**config.mk**
```make
export PLATFORM = sky130hd
export DESIGN_NAME = uart_param_transceiver
export DESIGN_NICKNAME = d
export VERILOG_FILES = /design/src/rtl/uart_param_transceiver.sv
export SDC_FILE = /design/constraint.sdc
export NUM_CORES = 1
export LEC_CHECK = 0
export ABC_CLOCK_PERIOD_IN_PS = 2150
export CAP_MARGIN = 0
export CORE_MARGIN = 2
export CORE_UTILIZATION = 35
export CTS_CLUSTER_DIAMETER = 120
export DETAILED_ROUTE_END_ITERATION = 10
export GPL_TIMING_DRIVEN = 1
export PLACE_DENSITY_LB_ADDON = 0.12
export SLEW_MARGIN = 40
export SYNTH_ARGS = -nofsm -noshare
export SYNTH_HDL_FRONTEND = slang
export SYNTH_SLANG_ARGS = --single-unit
```
**constraint.sdc**
```tcl
create_clock -name clk -period 2.15 [get_ports clk]
set_input_delay 0.215 -clock clk [delete_from_list [all_inputs] [get_ports clk]]
set_output_delay 0.215 -clock clk [all_outputs]
set_load 0.05 [all_outputs]
```
**src/rtl/uart_param_transceiver.sv**
```systemverilog
// Parameterised UART transmitter and receiver sharing one clock.
// TX and RX are fully independent; only the clock and reset are common.
module uart_param_transceiver #(
  parameter int CLK_FREQ  = 100_000_000,
  parameter int BAUD      = 9600,
  parameter int DATA_BITS = 8,
  parameter int PARITY    = 0,
  parameter int STOP_BITS = 1
) (
  input  logic                 clk,
  input  logic                 rst,
  input  logic                 tx_start,
  input  logic [DATA_BITS-1:0] tx_data,
  output logic                 tx,
  output logic                 tx_busy,
  output logic                 tx_done,
  input  logic                 rx,
  output logic [DATA_BITS-1:0] rx_data,
  output logic                 rx_valid,
  output logic                 rx_parity_err,
  output logic                 rx_frame_err
);

  localparam int CPB   = CLK_FREQ / BAUD;
  localparam int CNT_W = (CPB > 2) ? $clog2(CPB) : 1;
  localparam logic [CNT_W-1:0] CNT_LAST  = CNT_W'(CPB - 1);
  localparam logic [CNT_W-1:0] CNT_HALF  = CNT_W'(CPB / 2 - 1);
  localparam logic [3:0]       DATA_LAST = 4'(DATA_BITS - 1);
  localparam logic [3:0]       STOP_LAST = 4'(STOP_BITS - 1);

  typedef enum logic [2:0] {TX_IDLE, TX_START, TX_DATA, TX_PARITY, TX_STOP} txState_t;
  typedef enum logic [2:0] {RX_IDLE, RX_START, RX_DATA, RX_PARITY, RX_STOP, RX_WAIT_HIGH} rxState_t;

  function automatic logic parityOf(input logic [DATA_BITS-1:0] d);
    return (PARITY == 1) ? ~(^d) : (^d);
  endfunction

  txState_t             txState_q, txState_d;
  logic [CNT_W-1:0]     txCnt_q, txCnt_d;
  logic [3:0]           txBit_q, txBit_d;
  logic [DATA_BITS-1:0] txShift_q, txShift_d;
  logic                 txPar_q, txPar_d;
  logic                 txBitEnd, txLastStop, txAccept, txLine;

  assign txBitEnd   = (txCnt_q == CNT_LAST);
  assign txLastStop = (txState_q == TX_STOP) && txBitEnd && (txBit_q == STOP_LAST) && !rst;
  // A request during the final stop-bit cycle is taken so frames can abut.
  assign txAccept   = tx_start && !rst && ((txState_q == TX_IDLE) || txLastStop);

  assign tx_done = txLastStop;
  assign tx_busy = (txState_q != TX_IDLE) && !txLastStop && !rst;
  assign tx      = rst | txLine;

  always_comb begin
    txLine = 1'b1;
    case (txState_q)
      TX_START:  txLine = 1'b0;
      TX_DATA:   txLine = txShift_q[0];
      TX_PARITY: txLine = txPar_q;
      default:   txLine = 1'b1;
    endcase
  end

  always_comb begin
    txState_d = txState_q;
    txCnt_d   = txBitEnd ? '0 : txCnt_q + 1'b1;
    txBit_d   = txBit_q;
    txShift_d = txShift_q;
    txPar_d   = txPar_q;
    case (txState_q)
      TX_IDLE: begin
        txCnt_d = '0;
        if (txAccept) begin
          txState_d = TX_START;
          txShift_d = tx_data;
          txPar_d   = parityOf(tx_data);
        end
      end
      TX_START: begin
        if (txBitEnd) begin
          txState_d = TX_DATA;
          txBit_d   = '0;
        end
      end
      TX_DATA: begin
        if (txBitEnd) begin
          txShift_d = {1'b0, txShift_q[DATA_BITS-1:1]};
          if (txBit_q == DATA_LAST) begin
            txState_d = (PARITY != 0) ? TX_PARITY : TX_STOP;
            txBit_d   = '0;
          end else begin
            txBit_d = txBit_q + 4'd1;
          end
        end
      end
      TX_PARITY: begin
        if (txBitEnd) begin
          txState_d = TX_STOP;
          txBit_d   = '0;
        end
      end
      TX_STOP: begin
        if (txBitEnd) begin
          if (txBit_q != STOP_LAST) begin
            txBit_d = txBit_q + 4'd1;
          end else if (txAccept) begin
            txState_d = TX_START;
            txShift_d = tx_data;
            txPar_d   = parityOf(tx_data);
          end else begin
            txState_d = TX_IDLE;
          end
        end
      end
      default: txState_d = TX_IDLE;
    endcase
  end

  always_ff @(posedge clk) begin
    if (rst) begin
      txState_q <= TX_IDLE;
      txCnt_q   <= '0;
      txBit_q   <= '0;
      txShift_q <= '0;
      txPar_q   <= 1'b0;
    end else begin
      txState_q <= txState_d;
      txCnt_q   <= txCnt_d;
      txBit_q   <= txBit_d;
      txShift_q <= txShift_d;
      txPar_q   <= txPar_d;
    end
  end

  rxState_t             rxState_q, rxState_d;
  logic [CNT_W-1:0]     rxCnt_q, rxCnt_d;
  logic [3:0]           rxBit_q, rxBit_d;
  logic [DATA_BITS-1:0] rxShift_q, rxShift_d;
  logic                 rxParBit_q, rxParBit_d;
  logic [DATA_BITS-1:0] rxData_q, rxData_d;
  logic                 rxValid_q, rxValid_d;
  logic                 rxPerr_q, rxPerr_d;
  logic                 rxFerr_q, rxFerr_d;
  logic                 rxSync1_q, rxSync2_q, rxPrev_q;
  logic                 rxFall, rxBitEnd;

  assign rxFall   = rxPrev_q & ~rxSync2_q;
  assign rxBitEnd = (rxCnt_q == CNT_LAST);

  assign rx_data       = rxData_q;
  assign rx_valid      = rxValid_q;
  assign rx_parity_err = rxPerr_q;
  assign rx_frame_err  = rxFerr_q;

  always_comb begin
    rxState_d  = rxState_q;
    rxCnt_d    = rxBitEnd ? '0 : rxCnt_q + 1'b1;
    rxBit_d    = rxBit_q;
    rxShift_d  = rxShift_q;
    rxParBit_d = rxParBit_q;
    rxData_d   = rxData_q;
    rxValid_d  = 1'b0;
    rxPerr_d   = 1'b0;
    rxFerr_d   = 1'b0;
    case (rxState_q)
      RX_IDLE: begin
        rxCnt_d = '0;
        if (rxFall) rxState_d = RX_START;
      end
      // Half a bit after the edge: a line already back high was a glitch.
      RX_START: begin
        if (rxCnt_q == CNT_HALF) begin
          rxCnt_d   = '0;
          rxBit_d   = '0;
          rxState_d = rxSync2_q ? RX_IDLE : RX_DATA;
        end
      end
      RX_DATA: begin
        if (rxBitEnd) begin
          rxShift_d = {rxSync2_q, rxShift_q[DATA_BITS-1:1]};
          if (rxBit_q == DATA_LAST) begin
            rxState_d = (PARITY != 0) ? RX_PARITY : RX_STOP;
          end else begin
            rxBit_d = rxBit_q + 4'd1;
          end
        end
      end
      RX_PARITY: begin
        if (rxBitEnd) begin
          rxParBit_d = rxSync2_q;
          rxState_d  = RX_STOP;
        end
      end
      RX_STOP: begin
        if (rxBitEnd) begin
          rxData_d  = rxShift_q;
          rxValid_d = 1'b1;
          rxPerr_d  = (PARITY != 0) && (rxParBit_q != parityOf(rxShift_q));
          rxFerr_d  = ~rxSync2_q;
          rxState_d = rxSync2_q ? RX_IDLE : RX_WAIT_HIGH;
        end
      end
      RX_WAIT_HIGH: begin
        rxCnt_d = '0;
        if (rxSync2_q) rxState_d = RX_IDLE;
      end
      default: rxState_d = RX_IDLE;
    endcase
  end

  always_ff @(posedge clk) begin
    if (rst) begin
      rxSync1_q  <= 1'b1;
      rxSync2_q  <= 1'b1;
      rxPrev_q   <= 1'b1;
      rxState_q  <= RX_IDLE;
      rxCnt_q    <= '0;
      rxBit_q    <= '0;
      rxShift_q  <= '0;
      rxParBit_q <= 1'b0;
      rxData_q   <= '0;
      rxValid_q  <= 1'b0;
      rxPerr_q   <= 1'b0;
      rxFerr_q   <= 1'b0;
    end else begin
      rxSync1_q  <= rx;
      rxSync2_q  <= rxSync1_q;
      rxPrev_q   <= rxSync2_q;
      rxState_q  <= rxState_d;
      rxCnt_q    <= rxCnt_d;
      rxBit_q    <= rxBit_d;
      rxShift_q  <= rxShift_d;
      rxParBit_q <= rxParBit_d;
      rxData_q   <= rxData_d;
      rxValid_q  <= rxValid_d;
      rxPerr_q   <= rxPerr_d;
      rxFerr_q   <= rxFerr_d;
    end
  end

endmodule

```
==> results.py, run 1 <==
metrics = {
    "sta": {
        "fin_ws_ps": 118,
        "worst_pin_slew_ps": 665,
        "rsz0062_at_grt": "false",
        "skew_ps": 11.7,
        "slew_violations": 0,
        "fin_crit_ps": 2030,
        "maxSlewHeadroom_pct": 55.2,
        "finalSetupTns_ps": 0,
        "max_freq_ghz": 0.492,
        "setup_viol": 0,
        "hold_violations": 0,
        "post-route-period-util_pct": 94.5,
    },
    "global_route": {
        "grt_antenna_before_repair": 0,
        "grt-ovfl-total": 0,
        "grt_start_max_net_pins": 24,
        "grt_first_pass_wirelength_um": 11500,
        "grt_pass1_vias": 2529,
        "track_usage_pct": 12.8,
    },
    "worst_hold_path": {
        "hold_class": "in -> reg",
    },
    "cts": {
        "cts.sinks": 72,
        "cts.root.buffer_cell": "clkbuf_8",
        "clock_path_buffers": 2,
        "hold_buffers": 0,
        "clk_latency_ps": 340,
        "cts_buffers": 9,
        "clk_pin_slew_ps": 80,
        "htreeDepth": 3,
        "tritoncts": "built",
    },
    "routing": {
        "drt_iter0_markers": 66,
        "drc": 0,
        "met2_length_um": 2970,
        "wl_met1_um": 3480,
        "vias_per_cell": 4.90,
        "vias": 2704,
        "antenna_left": 0,
        "dr.pass1.iters": 4,
        "wl_met3_um": 181,
        "top_layer": "met4",
        "wl_per_cell_um": 12.2,
        "wl_um": 6720,
    },
    "critical_path": {
        "required_ps": 1930,
        "r2r_slack_ps": 200,
        "ff2ff_path_depth": 6,
        "crit_end": "tx_busy",
        "r2r-end": "rxState_q[0]$_SDFFE_PP0P_",
        "critPathLaunch": "txCnt_q[0]$_SDFF_PP0_",
        "cp-end-kind": "primary output",
        "start_kind": "register",
        "critPathKind": "reg -> out",
        "crit_fanout": 4,
        "cp.arrival_ps": 1820,
        "r2r_start": "rxCnt_q[0]$_SDFF_PP0_",
    },
    "place": {
        "io_buffers": 24,
        "gp_congestion": 0.730,
        "post_dp_cell_area_um2": 3940,
        "dp_slack_ps": 137,
        "hpwl_um": 4690,
    },
    "power": {
        "p_leak_nw": 1.58,
        "vdd_drop_max_uv": 254,
        "power_density_nw_per_um2": 671,
    },
    "synth": {
        "synthesis.nets": 401,
        "yosysSeqAreaShare_pct": 41.0,
        "syn_avg_cell_area_um2": 9.15,
        "async_reset_ff_share_pct": 0,
        "synth_ff_type": "dfxtp_1",
        "ys_ff_latch": 72,
        "synthDistinctLibCells": 61,
        "syn-cell-area_um2": 3510,
        "yosys_warnings": 0,
        "synth-edff-count": 0,
        "syn_inst": 384,
    },
    "floorplanning": {
        "boundaryPins": 26,
        "initial_core_util_pct": 35.9,
        "die_h_um": 104,
        "die_w_um": 104,
        "die-area_um2": 10900,
        "row_count": 36,
        "core_area_um2": 9770,
    },
    "finish": {
        "finalNetCount": 431,
        "final_layout_size_suffix_gt1_share_pct": 16.2,
        "diodes": 0,
        "fin_area_um2": 4220,
        "mostFrequentLayoutCell": "dfxtp_1",
        "syn2layout_area_growth_pct": 20.2,
        "fillCellCount": 1002,
        "layout_common_cells": "dfxtp_1 (72), nor2_1 (50), mux2i_1 (24)",
    },
    "run": {
        "maxCapViolCount": 0,
    },
    "outcome": {
        "outcome": "complete, no violations",
    },
}
-- Yosys cell counts, types with 3 or more instances --
cell | n | share of area [%]
dfxtp_1 | 72 | 41
nor2_1 | 51 | 5.4
mux2i_1 | 24 | 6.8
nand3_1 | 21 | 3.0
nand2_1 | 20 | 2.1
a21oi_1 | 17 | 2.4
xnor2_1 | 15 | 3.7
xor2_1 | 14 | 3.5
o21ai_0 | 12 | 1.7
nor2_2 | 10 | 1.8
a211oi_1 | 9 | 1.9
clkbuf_1 | 9 | 0.96
inv_1 | 9 | 0.96
and3_1 | 6 | 1.1
buf_2 | 6 | 0.85
nand4_1 | 6 | 1.1
and4_1 | 5 | 1.2
ha_1 | 5 | 1.8
nand2b_1 | 5 | 0.89
or3_1 | 4 | 0.71
nor2b_1 | 3 | 0.53
nor3_1 | 3 | 0.43
nor4b_2 | 3 | 1.3
or2_2 | 3 | 0.53
or3b_1 | 3 | 0.75
-- metal layers --
layer	global-route usage (%)	vias to the layer above
met5	0	-
met4	5.21	0
met3	2.69	9
met2	20.4	31
met1	16.8	1246
li1	-	1418
-- where the power goes --
| group | leakage (nW) | switching, mW | internal, mW |
|---|---|---|---|
| Sequential | 0.582 | 0.0259 | 1.36 |
| Clock | 0.110 | 0.548 | 0.665 |
| Combinational | 0.887 | 0.133 | 0.105 |
| Total | 1.58 | 0.706 | 2.13 |
-- how the worst min path moves through the flow --
stage	startpoint	endpoint	slack (ps)	cells past startpoint
4_1_cts	rst	txState_q[2]$_SDFFE_PP0P_	230	2
2_1_floorplan	rx	rxSync1_q$_SDFF_PP1_	320	1
6_report	rst	txState_q[2]$_SDFFE_PP0P_	240	2
5_1_grt	rst	txState_q[2]$_SDFFE_PP0P_	240	2
3_3_place_gp	rxSync1_q$_SDFF_PP1_	rxSync2_q$_SDFF_PP1_	400	1
3_5_place_dp	rxSync1_q$_SDFF_PP1_	rxSync2_q$_SDFF_PP1_	400	1
-- critical path, cell delays in order (launching register included) --
cell and delay, ps:
dfxtp_1 340, ha_2 210, and4_1 210, buf_4 150, a41o_1 220, a21oi_2 180, buf_12 160
-- final cells by class --
class                      instances  area [um2]  share of cell area [%]
multi-input combinational        284        1970                    46.7
sequential                        72        1440                    34.1
timing repair buffer              38         383                    9.07
tap                              133         166                    3.94
clock buffer                       9         124                    2.93
clock inverter                     7         103                    2.43
inverter                           9        33.8                   0.800
-- cells by family (layout without fill, tap and decap cells) --
| group | Yosys count | after routing | share of synthesized area (%) |
|---|---|---|---|
| AND/OR/NAND/NOR | 163 | 163 | 26.7 |
| flip-flops | 72 | 72 | 41.0 |
| AO/OA/AOI/OAI | 62 | 62 | 12.3 |
| XOR/XNOR | 29 | 29 | 7.23 |
| buffers and inverters | 28 | 63 | 4.10 |
| multiplexers | 24 | 24 | 6.84 |
| adder cells (fa/ha/maj) | 5 | 5 | 1.78 |
| other | 1 | 1 | 0.107 |
-- state kept, by name, indices dropped and copies added (netlist names) --
name,count
txState_q,3
txShift_q,8
rx_valid,1
rxBit_q,4
rxShift_q,8
txBit_q,4
txCnt_q,14
rxState_q,3
rxSync1_q,1
rxPrev_q,1
rx_data,8
rxSync2_q,1
rxCnt_q,14
txPar_q,1
rx_frame_err,1
-- timing repair --
item,4_1_cts,5_1_grt
endpoints found under the setup margin,2,4
buffers inserted,0,2
gates resized for setup,5,4
pin swaps,0,2
-- metrics by stage --
step,total power [mW],std cells,util [%],hold slack [ps]
finish,2.83,552,43.2,242
global route,2.98,552,43.2,236
CTS,2.88,550,43.0,229
detailed placement,1.65,534,40.3,399
global placement,1.65,534,40.3,399
floorplan,1.60,384,-,319
No activity file was read; power rests on OpenSTA's default activity.
==> inputs of run 2 (changes only) <==
--- a/config.mk
+++ b/config.mk
@@ -6,7 +6,9 @@
 export NUM_CORES = 1
 export LEC_CHECK = 0
 export ABC_CLOCK_PERIOD_IN_PS = 2150
-export CAP_MARGIN = 0
+export CAP_MARGIN = 25
+export CELL_PAD_IN_SITES_DETAIL_PLACEMENT = 1
+export CELL_PAD_IN_SITES_GLOBAL_PLACEMENT = 1
 export CORE_MARGIN = 2
 export CORE_UTILIZATION = 35
 export CTS_CLUSTER_DIAMETER = 120
==> results.py, run 2 (synthesized netlist as in run 1, its figures left out) <==
metrics = {
    "power": {
        "p_sw_mw": 0.761,
        "internal_power_mw": 2.02,
        "power_frac_comb_pct": 9.0,
        "seq_power_share_pct": 49.6,
        "swShare_pct": 27.3,
        "p_leak_nw": 1.57,
        "power_density_nw_per_um2": 666,
        "clockPowerShare_pct": 41.4,
        "vdd_drop_max_uv": 352,
    },
    "floorplanning": {
        "die-area_um2": 10900,
        "row_count": 36,
        "core_area_um2": 9770,
        "boundaryPins": 26,
        "initial_core_util_pct": 35.9,
        "die_h_um": 104,
        "die_w_um": 104,
    },
    "finish": {
        "layout_common_cells": "dfxtp_1 (72), nor2_1 (50), mux2i_1 (24)",
        "reg_top3": "rxCnt_q x14, txCnt_q x14",
        "syn2layout_area_growth_pct": 19.1,
        "finalNetCount": 430,
        "mostFrequentLayoutCell": "dfxtp_1",
        "fillCellCount": 1154,
        "final_layout_size_suffix_gt1_share_pct": 16.0,
        "diodes": 0,
    },
    "critical_path": {
        "start_kind": "register",
        "critPathKind": "reg -> out",
        "crit_fanout": 5,
        "cp_slowest_cell": "dfxtp_1",
        "cp-end-kind": "primary output",
        "cpPeakStageDelay_ps": 340,
        "crit_chain": "ha_1, and4_2, a41o_1, a21oi_2, buf_12",
        "required_ps": 1930,
        "cp.arrival_ps": 1820,
    },
    "outcome": {
        "outcome": "complete, no violations",
    },
    "sta": {
        "max_freq_ghz": 0.492,
        "whs_ps": 271,
        "skew_ps": 8.90,
        "rsz0062_at_grt": "false",
        "hold_violations": 0,
        "post-route-period-util_pct": 94.5,
        "slew_violations": 0,
        "maxSlewHeadroom_pct": 66.4,
        "fin_crit_ps": 2030,
        "worst_pin_slew_ps": 502,
        "setup_viol": 0,
        "finalSetupTns_ps": 0,
    },
    "routing": {
        "vias_per_cell": 5.04,
        "antenna_left": 0,
        "drc": 0,
        "wl_um": 7730,
        "dr.pass1.iters": 4,
        "drt_iter0_markers": 44,
        "wl_per_cell_um": 14.0,
        "vias": 2775,
    },
    "place": {
        "hpwl_um": 5470,
        "gp_congestion": 0.758,
        "io_buffers": 24,
    },
    "cts": {
        "hold_buffers": 0,
        "htreeDepth": 3,
        "clock_path_buffers": 2,
        "cts.root.buffer_cell": "clkbuf_8",
        "tritoncts": "built",
        "cts_buffers": 9,
        "clk_latency_ps": 350,
        "clk_pin_slew_ps": 90,
        "cts.sinks": 72,
    },
    "global_route": {
        "grt_antenna_before_repair": 0,
        "grt-ovfl-total": 0,
        "grt_start_max_net_pins": 21,
        "track_usage_pct": 15.0,
        "grt_first_pass_wirelength_um": 13500,
        "grt_pass1_vias": 2881,
    },
    "worst_hold_path": {
        "hold_class": "in -> reg",
    },
    "run": {
        "maxCapViolCount": 0,
    },
}
-- run 2: area by class of cell --
class / count / area [um2] / area share, %
multi-input cells: 284 / 1970 / 47.1
repair buffers: 37 / 363 / 8.67
flip-flops and latches: 72 / 1440 / 34.5
clock inverters: 7 / 83.8 / 2.00
clock buffers: 9 / 124 / 2.96
well taps: 133 / 166 / 3.98
inverters: 9 / 33.8 / 0.808
-- run 2: worst max-delay path, delay by kind of cell, from the launching register on --
kind	cells	cell delay [ps]
and+or+nand+nor	1	280
buffers and inverters	1	160
adders and majority gates	1	240
DFF	1	340
AOI/OAI and AO/OA	2	440
-- run 2: layer usage --
metal / vias to the layer above / global-route usage (%) / share of wire [%]
li1: 1412 / - / -
met1: 1336 / 18.7 / 48
met2: 19 / 25.5 / 49
met3: 8 / 3.38 / 2.2
met4: 0 / 4.92 / 1.3
met5: - / 0 / 0
-- run 2: path summary, 6_finish.rpt --
| kind | start | to | slack (ps) | depth (start not counted) |
|---|---|---|---|---|
| min reg2reg | rxSync1_q$_SDFF_PP1_ | rxSync2_q$_SDFF_PP1_ | 450 | 1 |
| min | rst | txBit_q[0]$_SDFFE_PP0P_ | 270 | 2 |
| max | txCnt_q[0]$_SDFF_PP0_ | tx_busy | 120 | 5 |
| max reg2reg | rxCnt_q[0]$_SDFF_PP0_ | rxState_q[0]$_SDFFE_PP0P_ | 140 | 6 |
-- run 2: metrics by stage --
stage	worst slack [ps]	instance area [um2]	util, %	std cells	power, mW
after floorplan	73.7	3520	-	384	1.60
after global placement	221	3930	40.2	534	1.65
after detailed placement	104	3930	40.2	534	1.66
after CTS	5.71	4160	42.6	550	2.84
after global routing	8.09	4180	42.8	551	2.92
final	119	4180	42.8	551	2.78
-- run 2: power groups by stage --
stage | Sequential [mW] | Combinational (mW) | Clock, mW
global route | 1.39 | 0.280 | 1.25
finish | 1.38 | 0.251 | 1.15
CTS | 1.38 | 0.253 | 1.21
global placement | 1.41 | 0.244 | 0
floorplan | 1.40 | 0.197 | 0
detailed placement | 1.41 | 0.248 | 0
-- run 2: repair_timing --
action / 4_1_cts / 5_1_grt
setup endpoints to repair: 2 / 4
pin swaps: 0 / 2
gates resized for setup: 3 / 6
buffers inserted: 0 / 1
